[config.mk]
export PLATFORM = sky130hd
export DESIGN_NAME = taxi_eth_mac_addr_swap
export DESIGN_NICKNAME = d
export VERILOG_FILES = /design/src/rtl/taxi_eth_mac_addr_swap.sv
export SDC_FILE = /design/constraint.sdc
export NUM_CORES = 1
export LEC_CHECK = 0
export ABC_AREA = 1
export BUFFER_PORTS_ARGS = -buffer_cell sky130_fd_sc_hd__buf_2
export CORE_AREA = 2 2 113 115
export CTS_BUF_LIST = sky130_fd_sc_hd__clkbuf_4 sky130_fd_sc_hd__clkbuf_8
export DETAILED_ROUTE_END_ITERATION = 6
export DIE_AREA = 0 0 115 117
export HOLD_SLACK_MARGIN = 0.1
export PLACE_DENSITY_LB_ADDON = 0.25
export SYNTH_ARGS = -nofsm -noshare
export SYNTH_HDL_FRONTEND = slang
export SYNTH_SLANG_ARGS = --single-unit
[constraint.sdc]
create_clock -name clk -period 19.5 [get_ports clk]
set_input_delay 4.875 -clock clk [delete_from_list [all_inputs] [get_ports clk]]
set_output_delay 4.875 -clock clk [all_outputs]
set_load 0.1 [all_outputs]
[src/rtl/taxi_eth_mac_addr_swap.sv]
// Swaps the Ethernet DST/SRC MAC fields of each 64-bit AXI-stream frame (one hold + one output register).
// Optional TAXI_MAC_SWAP_CFG_EN adds cfg_swap_enable, sampled at beat 0, to bypass the swap per frame.
module taxi_eth_mac_addr_swap #(
  parameter int DATA_W = 64,
  parameter int KEEP_W = DATA_W/8,
  parameter int ID_W   = 8,
  parameter int USER_W = 1
) (
  input  logic              clk,
  input  logic              rst,
`ifdef TAXI_MAC_SWAP_CFG_EN
  input  logic              cfg_swap_enable,
`endif
  input  logic [DATA_W-1:0] s_axis_tdata,
  input  logic [KEEP_W-1:0] s_axis_tkeep,
  input  logic              s_axis_tlast,
  input  logic [ID_W-1:0]   s_axis_tid,
  input  logic [USER_W-1:0] s_axis_tuser,
  input  logic              s_axis_tvalid,
  output logic              s_axis_tready,
  output logic [DATA_W-1:0] m_axis_tdata,
  output logic [KEEP_W-1:0] m_axis_tkeep,
  output logic              m_axis_tlast,
  output logic [ID_W-1:0]   m_axis_tid,
  output logic [USER_W-1:0] m_axis_tuser,
  output logic              m_axis_tvalid,
  input  logic              m_axis_tready,
  output logic              stat_swap,
  output logic              stat_short
);

  if ((DATA_W != 32'd64) || (KEEP_W != 32'd8)) begin : g_param_check
    $fatal(1, "taxi_eth_mac_addr_swap supports only DATA_W=64, KEEP_W=8");
  end

  typedef enum logic [1:0] {ST_IDLE = 2'd0, ST_HDR = 2'd1, ST_BODY = 2'd2} state_t;

  // Frame bytes 0-15: beat 0 holds DST[0:5] + SRC[0:1], beat 1 holds SRC[2:5] in its low half.
  function automatic logic [63:0] swap_beat0(input logic [63:0] b0, input logic [63:0] b1);
    return {b0[15:0], b1[31:0], b0[63:48]};
  endfunction

  function automatic logic [63:0] swap_beat1(input logic [63:0] b0, input logic [63:0] b1);
    return {b1[63:32], b0[47:16]};
  endfunction

  state_t              state_r, state_s;
  logic [DATA_W-1:0]   h_data_r, h_data_s, o_data_r, o_data_s;
  logic [KEEP_W-1:0]   h_keep_r, h_keep_s, o_keep_r, o_keep_s;
  logic                h_last_r, h_last_s, o_last_r, o_last_s;
  logic [ID_W-1:0]     h_id_r, h_id_s, o_id_r, o_id_s;
  logic [USER_W-1:0]   h_user_r, h_user_s, o_user_r, o_user_s;
  logic                h_valid_r, h_valid_s, o_valid_r, o_valid_s;
  logic                h_short_r, h_short_s;
  logic                stat_swap_r, stat_short_r, swap_pulse_s, short_pulse_s;
  logic                advance_ok_s, accept_s, is_short_s, do_swap_s, swap_en_s;

`ifdef TAXI_MAC_SWAP_CFG_EN
  logic                cfg_r, cfg_s;
  assign swap_en_s = cfg_r;
`else
  assign swap_en_s = 1'b1;
`endif

  assign advance_ok_s  = !o_valid_r || m_axis_tready;
  assign s_axis_tready = advance_ok_s && !rst;
  assign accept_s      = s_axis_tvalid && s_axis_tready;
  // A last beat 1 without all of bytes 8-11 means the frame is under 12 bytes.
  assign is_short_s    = s_axis_tlast && (s_axis_tkeep[3:0] != 4'hF);
  assign do_swap_s     = swap_en_s && !is_short_s;

  // Frame-position state register
  always_ff @(posedge clk) begin
    if (rst) begin
      state_r <= ST_IDLE;
    end else begin
      state_r <= state_s;
    end
  end

  // Next-state: beat 0 opens HDR, beat 1 opens BODY, any tlast returns to IDLE
  always_comb begin
    state_s = state_r;
    case (state_r)
      ST_IDLE: if (accept_s && !s_axis_tlast) state_s = ST_HDR;  else state_s = ST_IDLE;
      ST_HDR:  if (accept_s) state_s = s_axis_tlast ? ST_IDLE : ST_BODY; else state_s = ST_HDR;
      ST_BODY: if (accept_s && s_axis_tlast) state_s = ST_IDLE; else state_s = ST_BODY;
      default: state_s = ST_IDLE;
    endcase
  end

  // Datapath next values for hold (H) and output (O) registers
  always_comb begin
    o_data_s = o_data_r; o_keep_s = o_keep_r; o_last_s = o_last_r;
    o_id_s = o_id_r; o_user_s = o_user_r; o_valid_s = o_valid_r;
    h_data_s = h_data_r; h_keep_s = h_keep_r; h_last_s = h_last_r;
    h_id_s = h_id_r; h_user_s = h_user_r; h_valid_s = h_valid_r; h_short_s = h_short_r;
`ifdef TAXI_MAC_SWAP_CFG_EN
    cfg_s = cfg_r;
`endif
    swap_pulse_s = 1'b0;
    short_pulse_s = 1'b0;
    if (advance_ok_s) begin
      o_valid_s = 1'b0;
      case (state_r)
        ST_IDLE: begin
          if (h_valid_r) begin
            o_data_s = h_data_r; o_keep_s = h_keep_r; o_last_s = h_last_r;
            o_id_s = h_id_r; o_user_s = h_user_r; o_valid_s = 1'b1;
            short_pulse_s = h_short_r;
            h_valid_s = 1'b0;
          end else begin
            h_valid_s = 1'b0;
          end
          if (accept_s) begin
            h_data_s = s_axis_tdata; h_keep_s = s_axis_tkeep; h_last_s = s_axis_tlast;
            h_id_s = s_axis_tid; h_user_s = s_axis_tuser; h_valid_s = 1'b1;
            h_short_s = s_axis_tlast;
`ifdef TAXI_MAC_SWAP_CFG_EN
            cfg_s = cfg_swap_enable;
`endif
          end else begin
            h_short_s = h_short_r;
          end
        end
        ST_HDR: begin
          if (accept_s) begin
            o_data_s = h_data_r; o_keep_s = h_keep_r; o_last_s = h_last_r;
            o_id_s = h_id_r; o_user_s = h_user_r; o_valid_s = 1'b1;
            h_data_s = s_axis_tdata; h_keep_s = s_axis_tkeep; h_last_s = s_axis_tlast;
            h_id_s = s_axis_tid; h_user_s = s_axis_tuser; h_valid_s = 1'b1;
            h_short_s = 1'b0;
            if (do_swap_s) begin
              o_data_s = swap_beat0(h_data_r, s_axis_tdata);
              h_data_s = swap_beat1(h_data_r, s_axis_tdata);
              swap_pulse_s = 1'b1;
            end else begin
              short_pulse_s = is_short_s;
            end
          end else begin
            o_valid_s = 1'b0;
          end
        end
        ST_BODY: begin
          if (accept_s) begin
            o_data_s = h_data_r; o_keep_s = h_keep_r; o_last_s = h_last_r;
            o_id_s = h_id_r; o_user_s = h_user_r; o_valid_s = 1'b1;
            h_data_s = s_axis_tdata; h_keep_s = s_axis_tkeep; h_last_s = s_axis_tlast;
            h_id_s = s_axis_tid; h_user_s = s_axis_tuser; h_valid_s = 1'b1;
            h_short_s = 1'b0;
          end else begin
            o_valid_s = 1'b0;
          end
        end
        default: begin
          o_valid_s = 1'b0;
          h_valid_s = 1'b0;
        end
      endcase
    end else begin
      o_valid_s = o_valid_r;
    end
  end

  // Valid flags, status pulses and frame config with synchronous reset
  always_ff @(posedge clk) begin
    if (rst) begin
      o_valid_r    <= 1'b0;
      h_valid_r    <= 1'b0;
      h_short_r    <= 1'b0;
      stat_swap_r  <= 1'b0;
      stat_short_r <= 1'b0;
`ifdef TAXI_MAC_SWAP_CFG_EN
      cfg_r        <= 1'b1;
`endif
    end else begin
      o_valid_r    <= o_valid_s;
      h_valid_r    <= h_valid_s;
      h_short_r    <= h_short_s;
      stat_swap_r  <= swap_pulse_s;
      stat_short_r <= short_pulse_s;
`ifdef TAXI_MAC_SWAP_CFG_EN
      cfg_r        <= cfg_s;
`endif
    end
  end

  // Payload registers; meaningful only while the matching valid flag is set
  always_ff @(posedge clk) begin
    o_data_r <= o_data_s; o_keep_r <= o_keep_s; o_last_r <= o_last_s;
    o_id_r   <= o_id_s;   o_user_r <= o_user_s;
    h_data_r <= h_data_s; h_keep_r <= h_keep_s; h_last_r <= h_last_s;
    h_id_r   <= h_id_s;   h_user_r <= h_user_s;
  end

  assign m_axis_tdata  = o_data_r;
  assign m_axis_tkeep  = o_keep_r;
  assign m_axis_tlast  = o_last_r;
  assign m_axis_tid    = o_id_r;
  assign m_axis_tuser  = o_user_r;
  assign m_axis_tvalid = o_valid_r;
  assign stat_swap     = stat_swap_r;
  assign stat_short    = stat_short_r;

endmodule

=== Word level (Yosys, flattened, before mapping) ===
Index checks and enable logic that the tools add are counted.

* Register bits: 171
* Input port bits: 86

* Eq/ne operators: 9
* Mux-type cells: 39
* Bitwise operators: 3
* Reduce and logical (&&, ||, !) cells: 24

{| class="wikitable"
|+ Operators by type and width
! kind !! number
|-
| 2-to-1 mux 64 bit || 6
|-
| one-hot mux 64 bit (3 select lines) || 1
|-
| one-hot mux 64 bit (2 select lines) || 1
|-
| 2-to-1 mux 32 bit || 1
|-
| 2-to-1 mux 8 bit || 4
|-
| one-hot mux 8 bit (2 select lines) || 2
|-
| 2-to-1 mux 1 bit || 14
|-
| one-hot mux 1 bit (2 select lines) || 6
|-
| AND reduction 4 bit || 3
|-
| inequality test 2 bit, second input constant || 4
|-
| 2-to-1 mux 2 bit || 3
|-
| one-hot mux 2 bit (3 select lines) || 1
|-
| OR reduction 2 bit || 3
|-
| logical AND 1 bit || 5
|-
| AND reduction 5 bit || 1
|-
| inequality test 2 x 1 -> 1 bit, second input constant || 2
|-
| inequality test 4 bit, second input constant || 1
|-
| nonzero test 2 bit || 2
|-
| OR reduction 4 bit || 1
|-
| zero test 1 bit || 3
|-
| inverter 1 bit || 3
|-
| AND reduction 3 bit || 1
|-
| nonzero test 3 bit || 1
|-
| OR reduction 3 bit || 1
|-
| 5 further kinds || 5
|}

=== Longest topological paths before layout ===
* Depth in word-level cells: 7
* Depth in mapped cells: 8
* Mapped depth without buffers: 8

=== Worst setup path after synthesis ===
Ideal clock, no wire load.

* Kind: input port to flip-flop
* Start point: in m_axis_tready
* End point: reg o_data_r[0], in the netlist m_axis_tdata[0], enable pin
* Arrival time: 10.073 ns
* Path slack: 8.846 ns
* Stages: 6
* Path through: inv_1 -> nand2_2 -> nand3_2 -> nand2_1 -> nand2_1 -> a211oi_1

* Cells in the longest elaborated chain, start to end: 5
* Elaborated cells on any way between the ends: 6
* Those cells by class: 2 x eq/ne; 4 x reduce/logical

{| class="wikitable"
|+ Ends and longest elaborated chain
! element !! RTL line !! RTL
|-
| from (decl) || 27 || <nowiki>input logic m_axis_tready,</nowiki>
|-
| logical OR 1 bit * || 65 || <nowiki>assign advance_ok_s = !o_valid_r || m_axis_tready;</nowiki>
|-
| logical AND 1 bit || 66 || <nowiki>assign s_axis_tready = advance_ok_s && !rst;</nowiki>
|-
| logical AND 1 bit || 67 || <nowiki>assign accept_s = s_axis_tvalid && s_axis_tready;</nowiki>
|-
| inequality test 2 bit (no line) || -- ||
|-
| AND reduction 5 bit (no line) * || -- ||
|-
| to (signal assigned) || 190 || <nowiki>o_data_r <= o_data_s; o_keep_r <= o_keep_s; o_last_r <= o_last_s;</nowiki>
|-
| to (decl) || 48 || <nowiki>logic [DATA_W-1:0] h_data_r, h_data_s, o_data_r, o_data_s;</nowiki>
|}

Mark *: on every way between the ends. The rest lies on a longest branch, timed or not.
A chain may end at the register's enable or synchronous reset.

=== Worst setup path in the final report ===
* Start point: in rst
* End point: out s_axis_tready

* Cells in the longest elaborated chain, start to end: 2

{| class="wikitable"
|+ Ends and longest elaborated chain
! element !! RTL line !! RTL
|-
| from (decl) || 10 || <nowiki>input logic rst,</nowiki>
|-
| zero test 1 bit || 66 ||
|-
| logical AND 1 bit || 66 ||
|-
| to (decl) || 20 || <nowiki>output logic s_axis_tready,</nowiki>
|}

Every way passes these cells.

==> flow_metrics.env <==
export IMPL_period_needed_ps=10560
export IMPL_ctsResizeCount=0
export IMPL_diodes=0
export IMPL_grt_max_degree=81
export IMPL_syn_num_nets=578
export IMPL_synth_simple_gate_area_share_pct=7.67
export IMPL_ios=172
export IMPL_drtIter0Drc=376
export IMPL_netSwitchingFraction_pct=33.6
export IMPL_synth_top_family_by_area="compound AO/OA/AOI/OAI gates"
export IMPL_clockRootBuffer="clkbuf_8"
export IMPL_cap_violations=0
export IMPL_cts_hold_buffers=0
export IMPL_synth_xor_area_share_pct=0
export IMPL_hold_viol=0
export IMPL_clkLatencyLatePin_ps=450
export IMPL_clock_path_buffers=2
export IMPL_clk_pin_slew_worst_paths_ps=80
export IMPL_ant_nets=0
export IMPL_synthDistinctLibCells=26
export IMPL_p_leak_nw=3.34
export IMPL_busiest_layer="met2"
export IMPL_cp_cell_sequence="buf_2, inv_1, nand2_1, inv_1, buf_2"
export IMPL_synth_seq_cells=171
export IMPL_synth_ff_type="edfxtp_1"
export IMPL_io_buffer_count=171
export IMPL_netlist_area_mm2=0.00671
export IMPL_grt_pass1_vias=3900
export IMPL_antenna_found_initial=0
export IMPL_regArea_mm2=0.00506
export IMPL_critPathArrivalTime_ps=5680
export IMPL_power_density_mw_per_mm2=108
export IMPL_gp_congestion=0.750
export IMPL_pwr_share_seq_pct=52.7
export IMPL_synth_mux_area_fraction_pct=0
export IMPL_ir_worst_vdd_mv=0.0877
export IMPL_synth_area_per_cell_um2=13.7
export IMPL_dieArea_mm2=0.0135
export IMPL_numCtsBuffers=17
export IMPL_synth_warnings=0
export IMPL_multi_input_area_mm2=0.00126
export IMPL_setup_tns_final_ps=0
export IMPL_final_layout_size_suffix_gt1_share_pct=36.1
export IMPL_cts_setup_buffers=0
export IMPL_finalCritPeriodShare_pct=54.1
export IMPL_dp_hpwl_mm=8.14
export IMPL_clock_skew_ps=9.59
export IMPL_dpl_cell_count=793
export IMPL_yosysSeqAreaShare_pct=75.5
export IMPL_pre_cts_ws_ps=8950
export IMPL_status="complete, no violations"
export IMPL_die_w_um=115
export IMPL_switchingPower_mw=0.288
export IMPL_cts_tree="yes"
export IMPL_end_kind="output port"
export IMPL_fmax_mhz=94.7
export IMPL_wire_per_inst_um=15.1
export IMPL_cp_max_fo=4
export IMPL_grtUsageTotal_pct=18.8
export IMPL_total_power_mw=0.857
export IMPL_rsz0062_at_grt="false"
export IMPL_syn_inst=488
export IMPL_cpMaxStageDelayCell="buf_2"
export IMPL_drc=0
export IMPL_clockPowerShare_pct=25.7
export IMPL_maxSlewHeadroom_pct=27.5
export IMPL_worst_pin_slew_ps=1080
export IMPL_gr_usage_met3_pct=6.69
export IMPL_area_growth_syn_to_layout_pct=18.7
export IMPL_htree_levels=4
export IMPL_viasPerCell=4.93
export IMPL_row_count=41
export IMPL_fillers=923
export IMPL_grt_pass1_wl_mm=18.7
export IMPL_worstRegToRegCells=5
export IMPL_routed_via_count=4069
export IMPL_setup_viol=0
export IMPL_synth_compound_area_share_pct=10.1
export IMPL_drt_first_pass_iters=4
export IMPL_grt_met2_usage_pct=31.4
export IMPL_cts_sinks=171
export IMPL_hp_class="register to register"
export IMPL_hold_slack_ps=424
export IMPL_crit_type="input pin to output port"
export IMPL_synthAdderAreaFrac_pct=0.746
export IMPL_coreArea_mm2=0.0123
export IMPL_drv_slew=0
export IMPL_nets=752
export IMPL_p_int_mw=0.569
export IMPL_start_util_pct=54.5
export IMPL_synth_edf_count=164
export IMPL_async_reset_ff_share_pct=0
export IMPL_cp_required_ps=14620
export IMPL_dieHeight_um=117
export IMPL_cp_slowest_stage_delay_ps=410
export IMPL_setup_slack_ps=8940
export IMPL_worstHoldPathCells=0
export IMPL_worst_setup_path_start_kind="input pin"
export IMPL_drt_total_wl_mm=12.5
export IMPL_grt_overflow=0
export IMPL_final_cells=825
export IMPL_met1_usage_pct=22.9
export IMPL_p_comb_share_pct=21.6
[per-stage QoR]
step	instance area, µm²	utilization (%)
after floorplan	6710	-
after global placement	7620	61.9
after global routing	7960	64.6
after CTS	7960	64.6
final	7960	64.6
after detailed placement	7620	61.9
[synthesized netlist by cell type (2+ instances only)]
library cell / number / area share (%)
a211oi_1: 2 / 0.22
o21ai_1: 11 / 0.82
buf_4: 2 / 0.22
inv_1: 56 / 3.1
o21ai_2: 15 / 2.0
nand3_1: 2 / 0.15
buf_2: 3 / 0.22
nand4_1: 3 / 0.28
o21ai_0: 25 / 1.9
nand2_1: 62 / 3.5
ha_1: 4 / 0.75
edfxtp_1: 164 / 73
nor2_1: 55 / 3.1
dfxtp_1: 7 / 2.1
a21oi_1: 36 / 2.7
nand2_2: 3 / 0.28
a21oi_2: 18 / 2.4
buf_6: 12 / 2.0
[cell usage in the layout, fill, tap and decap left out, drive strengths merged]
cell and count:
a211oi 2, a21oi 54, and2 1, buf 175, bufinv 1, clkbuf 17, clkinv 9, clkinvlp 4
dfxtp 7, edfxtp 164, ha 4, inv 58, nand2 66, nand3 3, nand4 3, nor2 55
o211a 1, o21ai 51
[area by class of cell]
cell class,count,share of cell area [%]
Timing Repair Buffer,175,11.1
Tap cell,150,2.36
Clock buffer,17,2.94
Inverter,57,2.69
Multi-Input combinational cell,240,15.9
Clock inverter,15,1.35
Sequential cell,171,63.6
[critical path: cells and delay by family]
family	cells	cell delay, ps
buf+inv	4	710
simple gates	1	90
[flip-flops by register name (all words and copies together), names as in the netlist, 2 cells and up]
signal / cells
m_axis_tid: 8
m_axis_tkeep: 8
h_keep_r: 8
h_data_r: 64
m_axis_tdata: 64
h_id_r: 8
state_r: 2
[routing by layer]
metal | part of all wire [%] | routed length, µm
met5 | 0 | 0
met1 | 42 | 5230
met2 | 50 | 6280
met3 | 6.8 | 852
met4 | 0.90 | 112
[path summary, 6_finish.rpt]
| check | from | end | slack (ps) |
|---|---|---|---|
| worst min register to register | h_keep_r[0] | m_axis_tkeep[0] | 420 |
| worst max register to register | state_r[0] | h_data_r[22] | 16990 |
| worst min-delay path | h_keep_r[0] | m_axis_tkeep[0] | 420 |
| worst max-delay path | rst | s_axis_tready | 8940 |
[kinds of logic after synthesis]
| family | Yosys count |
|---|---|
| adder cells (fa/ha/maj) | 4 |
| AND/OR/NAND/NOR | 128 |
| buffers and inverters | 77 |
| flip-flops | 171 |
| AO/OA/AOI/OAI | 108 |
[power by group through the flow]
stage | clock, mW | combinational, mW | sequential, mW
floorplan | 0 | 0.0392 | 0.572
global placement | 0 | 0.183 | 0.459
detailed placement | 0 | 0.186 | 0.460
CTS | 0.225 | 0.186 | 0.452
global route | 0.239 | 0.194 | 0.455
finish | 0.220 | 0.185 | 0.452
No activity file was read; power rests on OpenSTA's default activity.
